<file path="src/rtl/adam_pause_resp_pkg.sv">
// Shared types and helpers for the ADAM_PAUSE responder: FSM state encoding
// and the bit-width helper used to size the saturating counters.
package adam_pause_resp_pkg;

    typedef enum logic [1:0] {
        RUN    = 2'd0,
        DRAIN  = 2'd1,
        SETTLE = 2'd2,
        PAUSED = 2'd3
    } pauseState_t;

    // Bits needed to hold values 0..maxCount inclusive (never less than 1).
    function automatic int cntWidth(input int maxCount);
        return (maxCount < 1) ? 1 : $clog2(maxCount + 1);
    endfunction

endpackage

</file>
<file path="src/rtl/adam_pause_txn_cnt.sv">
// Saturating in-flight transaction counter with a sticky error flag that
// latches overflow, underflow and externally flagged protocol violations.
module adam_pause_txn_cnt
    import adam_pause_resp_pkg::*;
#(
    parameter int MAX_OUTSTANDING = 8
) (
    input  logic                                i_clk,
    input  logic                                i_rst,
    input  logic                                i_inc,
    input  logic                                i_dec,
    input  logic                                i_viol,
    output logic [cntWidth(MAX_OUTSTANDING)-1:0] o_count,
    output logic                                o_err
);

    localparam int CW = cntWidth(MAX_OUTSTANDING);

    logic [CW-1:0] r_count;
    logic          r_err;
    logic [CW-1:0] w_nextCount;
    logic          w_fault;

    always_comb begin
        w_nextCount = r_count;
        w_fault     = i_viol;
        if (i_inc && !i_dec) begin
            if (r_count == CW'(MAX_OUTSTANDING)) begin
                w_fault = 1'b1;
            end else begin
                w_nextCount = r_count + CW'(1);
            end
        end else if (i_dec && !i_inc) begin
            if (r_count == '0) begin
                w_fault = 1'b1;
            end else begin
                w_nextCount = r_count - CW'(1);
            end
        end
    end

    always_ff @(posedge i_clk) begin
        if (i_rst) begin
            r_count <= '0;
            r_err   <= 1'b0;
        end else begin
            r_count <= w_nextCount;
            r_err   <= r_err | w_fault;
        end
    end

    assign o_count = r_count;
    assign o_err   = r_err;

endmodule

</file>
<file path="src/rtl/adam_pause_resp.sv">
// ADAM_PAUSE responder: gates and drains local transactions on pause request,
// acks after a settle delay. Optional drain timeout: ADAM_PAUSE_RESP_TIMEOUT_EN.
module adam_pause_resp
    import adam_pause_resp_pkg::*;
#(
    parameter int MAX_OUTSTANDING = 8,
    parameter int SETTLE_CYCLES   = 2,
    parameter int TIMEOUT_CYCLES  = 1024
) (
    input  logic                                i_clk,
    input  logic                                i_rst,
    input  logic                                i_pause_req,
    output logic                                o_pause_ack,
    input  logic                                i_txn_start,
    input  logic                                i_txn_done,
    output logic                                o_gate,
    output logic [cntWidth(MAX_OUTSTANDING)-1:0] o_outstanding,
    output logic                                o_err,
    output logic                                o_timeout
);

    localparam int CW          = cntWidth(MAX_OUTSTANDING);
    localparam int SETTLE_LOAD = (SETTLE_CYCLES > 0) ? SETTLE_CYCLES - 1 : 0;
    localparam int SW          = cntWidth(SETTLE_LOAD);

    if (MAX_OUTSTANDING < 1 || SETTLE_CYCLES < 0 || TIMEOUT_CYCLES < 1) begin : g_badParams
        $error("adam_pause_resp: illegal parameter values");
    end

    pauseState_t   r_state;
    pauseState_t   w_next;
    logic          r_ack;
    logic          r_gate;
    logic [SW-1:0] r_settleCnt;
    logic [CW-1:0] w_count;
    logic          w_drained;

    adam_pause_txn_cnt #(
        .MAX_OUTSTANDING(MAX_OUTSTANDING)
    ) u_txnCnt (
        .i_clk  (i_clk),
        .i_rst  (i_rst),
        .i_inc  (i_txn_start),
        .i_dec  (i_txn_done),
        .i_viol (i_txn_start & r_gate),
        .o_count(w_count),
        .o_err  (o_err)
    );

    assign w_drained = (w_count == '0) && !i_txn_start;

`ifdef ADAM_PAUSE_RESP_TIMEOUT_EN
    localparam int TW = cntWidth(TIMEOUT_CYCLES);

    logic [TW-1:0] r_drainCnt;
    logic          r_timeout;
    logic          w_tmoHit;

    assign w_tmoHit = (r_state == DRAIN) && i_pause_req && !w_drained &&
                      (w_count != '0) && (r_drainCnt == TW'(TIMEOUT_CYCLES - 1));

    // Drain counter only advances on edges spent waiting with work still in flight.
    always_ff @(posedge i_clk) begin
        if (i_rst) begin
            r_drainCnt <= '0;
            r_timeout  <= 1'b0;
        end else begin
            if (w_next != DRAIN) begin
                r_drainCnt <= '0;
            end else if (r_state == DRAIN && w_count != '0) begin
                r_drainCnt <= r_drainCnt + TW'(1);
            end
            if (w_next == RUN) begin
                r_timeout <= 1'b0;
            end else if (w_tmoHit) begin
                r_timeout <= 1'b1;
            end
        end
    end

    assign o_timeout = r_timeout;
`else
    logic w_tmoHit;
    assign w_tmoHit  = 1'b0;
    assign o_timeout = 1'b0;
`endif

    always_comb begin
        w_next = r_state;
        case (r_state)
            RUN: begin
                if (i_pause_req) w_next = DRAIN;
            end
            DRAIN: begin
                if (!i_pause_req) begin
                    w_next = RUN;
                end else if (w_drained || w_tmoHit) begin
                    w_next = (SETTLE_CYCLES == 0) ? PAUSED : SETTLE;
                end
            end
            SETTLE: begin
                if (!i_pause_req) begin
                    w_next = RUN;
                end else if (i_txn_start) begin
                    w_next = DRAIN;
                end else if (r_settleCnt == '0) begin
                    w_next = PAUSED;
                end
            end
            PAUSED: begin
                if (!i_pause_req) w_next = RUN;
            end
            default: w_next = PAUSED;
        endcase
    end

    // Outputs are registered from the next state so ack/gate change on the same edge as the state.
    always_ff @(posedge i_clk) begin
        if (i_rst) begin
            r_state <= PAUSED;
            r_ack   <= 1'b1;
            r_gate  <= 1'b1;
        end else begin
            r_state <= w_next;
            r_ack   <= (w_next == PAUSED);
            r_gate  <= (w_next != RUN);
        end
    end

    always_ff @(posedge i_clk) begin
        if (i_rst) begin
            r_settleCnt <= '0;
        end else if (w_next == SETTLE && r_state != SETTLE) begin
            r_settleCnt <= SW'(SETTLE_LOAD);
        end else if (r_state == SETTLE && r_settleCnt != '0) begin
            r_settleCnt <= r_settleCnt - SW'(1);
        end
    end

    assign o_pause_ack   = r_ack;
    assign o_gate        = r_gate;
    assign o_outstanding = w_count;

endmodule

</file>
<file path="config.mk">
export PLATFORM = sky130hd
export DESIGN_NAME = adam_pause_resp
export DESIGN_NICKNAME = d
export VERILOG_FILES = /design/src/rtl/adam_pause_resp_pkg.sv /design/src/rtl/adam_pause_txn_cnt.sv /design/src/rtl/adam_pause_resp.sv
export SDC_FILE = /design/constraint.sdc
export NUM_CORES = 1
export LEC_CHECK = 0
export BUFFER_PORTS_ARGS = -buffer_cell sky130_fd_sc_hd__buf_2
export CORE_MARGIN = 2
export CORE_UTILIZATION = 35
export CTS_CLUSTER_SIZE = 16
export DETAILED_ROUTE_END_ITERATION = 7
export PLACE_DENSITY_LB_ADDON = 0.3
export SYNTH_ARGS = -nofsm -noshare
export SYNTH_HDL_FRONTEND = slang
export SYNTH_SLANG_ARGS = --single-unit
</file>
<file path="constraint.sdc">
create_clock -name i_clk -period 2.5 [get_ports i_clk]
set_clock_uncertainty 0.15 [all_clocks]
set_input_delay 0.375 -clock i_clk [delete_from_list [all_inputs] [get_ports i_clk]]
set_output_delay 0.375 -clock i_clk [all_outputs]
set_load 0.02 [all_outputs]
</file>
==> summary.md, run 1 <==
| Metric | Value |
|---|---|
| Post-Synthesis Cell Area | 553 um2 |
| Peak supply drop | 0.360 mV |
| Final setup TNS | 0 ps |
| Sw frac | 39.9% |
| Worst Path Buf+Inv | 2 |
| WP data required | 2490 ps |
| Clock buffer depth | 2 |
| CP max stage delay | 330 ps |
| Number of synthesized flops with an enable pin | 0 |
| Ys flop type | dfxtp_1 |
| Total wire length | 982 um |
| Synth area leader | dfxtp_1 |
| Max Fclk | 521 MHz |
| Tot GR Track Use | 12.5% |
| R2r startpoint | u_txnCnt.o_count[2] |
| Library cells used by synthesis | 31 |
| Number of fill cells in the layout | 154 |
| Setup violators final | 0 |
| NetSw | 237 uW |
| Cell family with the largest share of critical-path delay | compound AO/OA/AOI/OAI gates |
| Worst hold start | i_pause_req |
| Initial antenna violation count | 0 |
| Async set-reset flop share out of synthesis | 0% |
| Seq cells post-synth | 10 |
| Layout area overhead | 14.3% |
| Total CTS buffers | 3 |
| Seq pwr share | 39.6% |
| Largest net degree at the start of global routing | 13 |
| Crit-path slowest cell | ha_1 |
| Synthesized instance count | 59 |
| Hold buffers post-CTS | 0 |
| DIE AREA | 1910 um2 |
| Post-route cell area | 632 um2 |
| Crit-path max FO | 8 |
| Commonest non-fill, non-tap cell in the layout | buf_2 |
| Ys Warns | 0 |
| CP Cell Sequence | buf_2 > and2b_1 > inv_2 > ha_1 > a21oi_1 > a2111oi_0 > a41oi_1 > o211ai_1 |
| Critical Path Sink Type | register |
| Vias per inst | 5.26 |
| Logic pwr share | 42.1% |
| Pwr Total | 595 uW |
| Crit path from | i_txn_start |
| Net count after synthesis | 67 |
| Worst Path Arrival | 1910 ps |
| Area contributors post-synth | dfxtp_1 (36%), xnor2_1 (4.8%), ha_1 (4.5%), nor2_1 (4.1%), a22oi_4 (3.8%) |
| Resize count post-CTS | 0 |
| Setup Fix Bufs, Post-CTS | 0 |
| Clk root buf | clkbuf_4 |
| Synth top area share | 36.2% |
| Layout cell share with drive strength beyond 1 | 25.7% |
| Period utilization | 76.7% |
| Pins Over Slew Limit | 0 |
| H-tree lvl count | 1 |
| Startpoint types | primary input |
| Antenna cell count | 0 |
| Synth Area per Inst | 9.37 um2 |
| Die Span X | 43.8 um |
| CP Class | primary input to register |
| Wire per inst | 11.4 um |
| Later-pin clock latency in the skew report | 260 ps |
| Core box area | 1490 um2 |
| Clk slew on worst S/H paths | 70 ps |
| Clk pwr share | 18.2% |
| PD cells | 941 nW/um2 |
| Final min period | 1920 ps |
| Outcome | completed |
| Maxcap violations | 0 |
| Unrepaired setup endpoints after global routing | false |
| CTS tree | done |
| Hold crit path type | primary input to register |
| Sequential element share of the synthesized area | 36.2% |
| ANT nets after route | 0 |
| Global-route wire length before repair | 1760 um |
| # DRC | 0 |
| Post-detail-place hpwl | 726 um |
| Row cnt | 14 |
| Area post-placement | 609 um2 |
| Clk sink count | 10 |
| Initial DRC count | 7 |
| Vias in the first global route | 421 |
| Pre-Repair DR Iteration Count | 4 |
| Io pins | 13 |
| Final hold vios | 0 |
| Internal power | 357 uW |
| Die Y | 43.8 um |
| Via count | 452 |
| GPL Wtd Cong | 0.764 |
| Static leakage | 0.000260 uW |
| Initial core utilization | 37.1% |
| Grt total ovfl | 0 |
| I/O Buffers | 11 |
| Most frequent cells in the layout | buf_2 (11), dfxtp_1 (10), nor2_1 (6) |
| # nets final | 80 |
power groups by stage:
| stage | Clock, uW | Sequential (uW) | Combinational, uW |
|---|---|---|---|
| after floorplan | 0 | 268 | 165 |
| after global placement | 0 | 241 | 250 |
| after detailed placement | 0 | 240 | 250 |
| after CTS | 112 | 237 | 254 |
| after global routing | 123 | 244 | 281 |
| final | 108 | 236 | 250 |
flip-flops by register name, indices dropped and copies added, names as in the netlist:
| signal | count |
|---|---|
| u_txnCnt.o_count | 4 |
| r_settleCnt | 1 |
| u_txnCnt.o_err | 1 |
| r_state | 2 |
| o_gate | 1 |
| o_pause_ack | 1 |
cell type report:
type                       count  area, um2  area share, %
clock buffer                   3       22.5           3.56
inverter                       3       11.3           1.78
multi-input combinational     43        323           51.1
sequential                    10        200           31.7
tap                           16       20.0           3.17
timing repair buffer          11       55.1           8.71
path summary, 6_finish.rpt:
path,to,slack (ps),cells past startpoint
worst max-delay path,u_txnCnt.o_count[3],580,8
worst min-delay path,o_gate,220,2
worst max register to register,u_txnCnt.o_count[3],800,5
worst min register to register,u_txnCnt.o_err,330,2
synthesized netlist by cell type, types with 2 or more instances:
cell type / n
mux2i_1: 2
nor2_1: 6
o21ai_0: 2
xnor2_1: 3
dfxtp_1: 10
a211oi_1: 2
nand2b_1: 3
a31o_1: 2
buf_4: 2
a21oi_1: 3
nand3_1: 3
ha_1: 2
through the flow:
stage	hold slack, ps	setup slack [ps]	util [%]	instances
after floorplan	314	522	-	59
after global placement	317	385	40.9	83
after detailed placement	325	342	40.9	83
after CTS	215	618	42.4	86
after global routing	211	398	42.4	86
final	225	582	42.4	86
worst register-to-register path, stage by stage, from the launching register on:
cell and delay, ps:
dfxtp_1 340, ha_1 340, a21oi_1 280, a2111oi_0 150, a41oi_1 200, o211ai_1 110
logic make-up after synthesis:
kind of cell | count (synthesis) | share of synthesized area (%)
xor gates and xnor gates | 3 | 4.75
DFF | 10 | 36.2
buffers and inverters | 6 | 5.43
and+or+nand+nor | 18 | 18.8
muxes | 2 | 3.62
AOI/OAI and AO/OA | 16 | 22.4
adders and majority gates | 3 | 8.14
other | 1 | 0.678
routing by layer:
metal  up-vias  wire length, um  global-route usage [%]
met5         -                0                       0
met4         0                0                    6.06
met3         0               63                    5.00
met2        11              436                    16.8
met1       207              482                    17.2
li1        234                -                       -
No activity file was read; power rests on OpenSTA's default activity.
==> run 2, diff against run 1 <==
Clock period 2.5 ns to 1.75 ns, I/O delays scaled along.
==> run 2 against run 1 <==
Effect of this change:
- count of clock-buffer cells in the layout unchanged
- sequential power rose by 40%
- hold slack got worse by 130 ps
- register-to-register slack got worse by 640 ps
- final cell count up 7.0%
- via count increased by 3.5%
- first-iteration DRC count up 71%
- die area stayed put
- highest routed layer is now met4
==> summary.md, run 2 (synthesis results as in run 1) <==
| Metric | Value |
|---|---|
| Total wire length | 1070 um (was 982 um) |
| Clk sink count | 10 (unchanged) |
| I/O Buffers | 11 (unchanged) |
| Pins Over Slew Limit | 0 (unchanged) |
| Die Span X | 43.8 um (unchanged) |
| Layout area overhead | 29.2% (was 14.3%) |
| Startpoint types | register (was primary input) |
| Pre-Repair DR Iteration Count | 4 (unchanged) |
| Static leakage | 0.000294 uW (was 0.000260 uW) |
| WP data required | 1750 ps (was 2490 ps) |
| Grt total ovfl | 0 (unchanged) |
| Final hold vios | 0 (unchanged) |
| Clock buffer depth | 2 (unchanged) |
| Clk slew on worst S/H paths | 70 ps (about the same) |
| Crit-path max FO | 5 (was 8) |
| GR Util met1 | 18.3% (was 17.2%) |
| Die Y | 43.8 um (unchanged) |
| Peak supply drop | 0.566 mV (was 0.360 mV) |
| Largest net degree at the start of global routing | 13 (unchanged) |
| Vias per inst | 5.09 (was 5.26) |
| Max reg flops | 4 (unchanged) |
| Met2 usage | 15.3% (was 16.8%) |
| Max Fclk | 628 MHz |
| DIE AREA | 1910 um2 (unchanged) |
| Layout cell share with drive strength beyond 1 | 36.8% (was 25.7%) |
| Setup Fix Bufs, Post-CTS | 0 (unchanged) |
| H-tree lvl count | 1 (unchanged) |
| Critical Path Sink Type | register (unchanged) |
| Wire per inst | 11.7 um (was 11.4 um) |
| Post-place setup slack | -61.4 ps (was 342 ps) |
| Met3 usage | 6.67% (was 5.00%) |
| Most frequent cells in the layout | buf_2 (11), dfxtp_1 (10), nor2_1 (6), buf_4 (6) (was buf_2 (11), dfxtp_1 (10), nor2_1 (6)) |
| Commonest non-fill, non-tap cell in the layout | buf_2 (unchanged) |
| ANT nets after route | 0 (unchanged) |
| PD cells | 1310 nW/um2 (was 941 nW/um2) |
| Final min period | 1590 ps |
| Post-route cell area | 714 um2 (was 632 um2) |
| # DRC | 0 (unchanged) |
| Hold buffers post-CTS | 0 (unchanged) |
| Initial antenna violation count | 0 (unchanged) |
| Maxcap violations | 0 (unchanged) |
| GRT Max-Usage Layer | met1 (unchanged) |
| Hold crit path type | primary input to register (unchanged) |
| Io pins | 13 (unchanged) |
| Unrepaired setup endpoints after global routing | false (unchanged) |
| CTS tree | done (unchanged) |
| Initial core utilization | 37.1% (unchanged) |
| Initial DRC count | 12 (was 7) |
| Antenna cell count | 0 (unchanged) |
| Via count | 468 (was 452) |
| Final WS setup | 157 ps (was 582 ps) |
| Setup violators final | 0 (unchanged) |
| Outcome | completed (unchanged) |
| Global-route wire length before repair | 1730 um (was 1760 um) |
| Period utilization | 91.1% |
| Row cnt | 14 (unchanged) |
| # nets final | 86 (was 80) |
| CP Class | register to register (was primary input to register) |
| Number of fill cells in the layout | 156 (was 154) |
| Worst Path Arrival | 1600 ps (was 1910 ps) |
| Resize count post-CTS | 0 (unchanged) |
| Clk root buf | clkbuf_4 (unchanged) |
| Total CTS buffers | 3 (unchanged) |
| Tot GR Track Use | 12.4% (was 12.5%) |
| Later-pin clock latency in the skew report | 270 ps (was 260 ps) |
| Vias in the first global route | 390 (was 421) |
| Core box area | 1490 um2 (unchanged) |
| Area post-placement | 692 um2 (was 609 um2) |
| GPL Wtd Cong | 0.819 (was 0.764) |
[run 2: changes by cell type in the layout (fill, tap and decap cells not counted), sizes merged]
cell / previous run / this run
buf: 11 / 17
[run 2: worst paths after layout]
path	depth (start not counted)	start	slack (ps)	endpoint
min reg2reg	2	r_settleCnt	340	r_settleCnt
max	4	u_txnCnt.o_count[1]	160	r_state[0]
max reg2reg	4	u_txnCnt.o_count[1]	160	r_state[0]
min	2	i_pause_req	100	o_gate
[run 2: layout make-up]
| type | count | area, um2 | area share, % |
|---|---|---|---|
| multi-input combinational | 43 | 358 | 50.1 |
| sequential | 10 | 200 | 28.0 |
| timing repair buffer | 17 | 100 | 14.0 |
| clock buffer | 3 | 22.5 | 3.15 |
| tap | 16 | 20.0 | 2.80 |
| inverter | 3 | 13.8 | 1.93 |
[run 2: metrics by stage]
step | hold WS (ps) | total power [uW] | setup TNS [ps] | util, % | cells
global route | 103 | 1010 | 0 | 48.0 | 92
global placement | 312 | 788 | -25.7 | 46.5 | 89
detailed placement | 335 | 792 | -74.6 | 46.5 | 89
CTS | 87.6 | 952 | 0 | 48.0 | 92
finish | 95.7 | 939 | 0 | 48.0 | 92
floorplan | 212 | 670 | 0 | - | 59
[run 2: critical path, cell delays in order (launching register included)]
cell and delay [ps]:
dfxtp_1 370, nor3_2 310, nor4b_2 370, nand2_1 90
a31o_1 210
[run 2: metal layers]
metal	share of wire, %	wire, um
met5	0	0
met3	5.6	60
met1	49	530
met4	0.19	2
met2	45	478
[run 2: power by group]
| part | switching, uW | internal [uW] | total (uW) |
|---|---|---|---|
| clock | 76.6 | 79.3 | 156 |
| sequential | 57.3 | 274 | 331 |
| combinational | 240 | 211 | 451 |
| total | 374 | 565 | 939 |
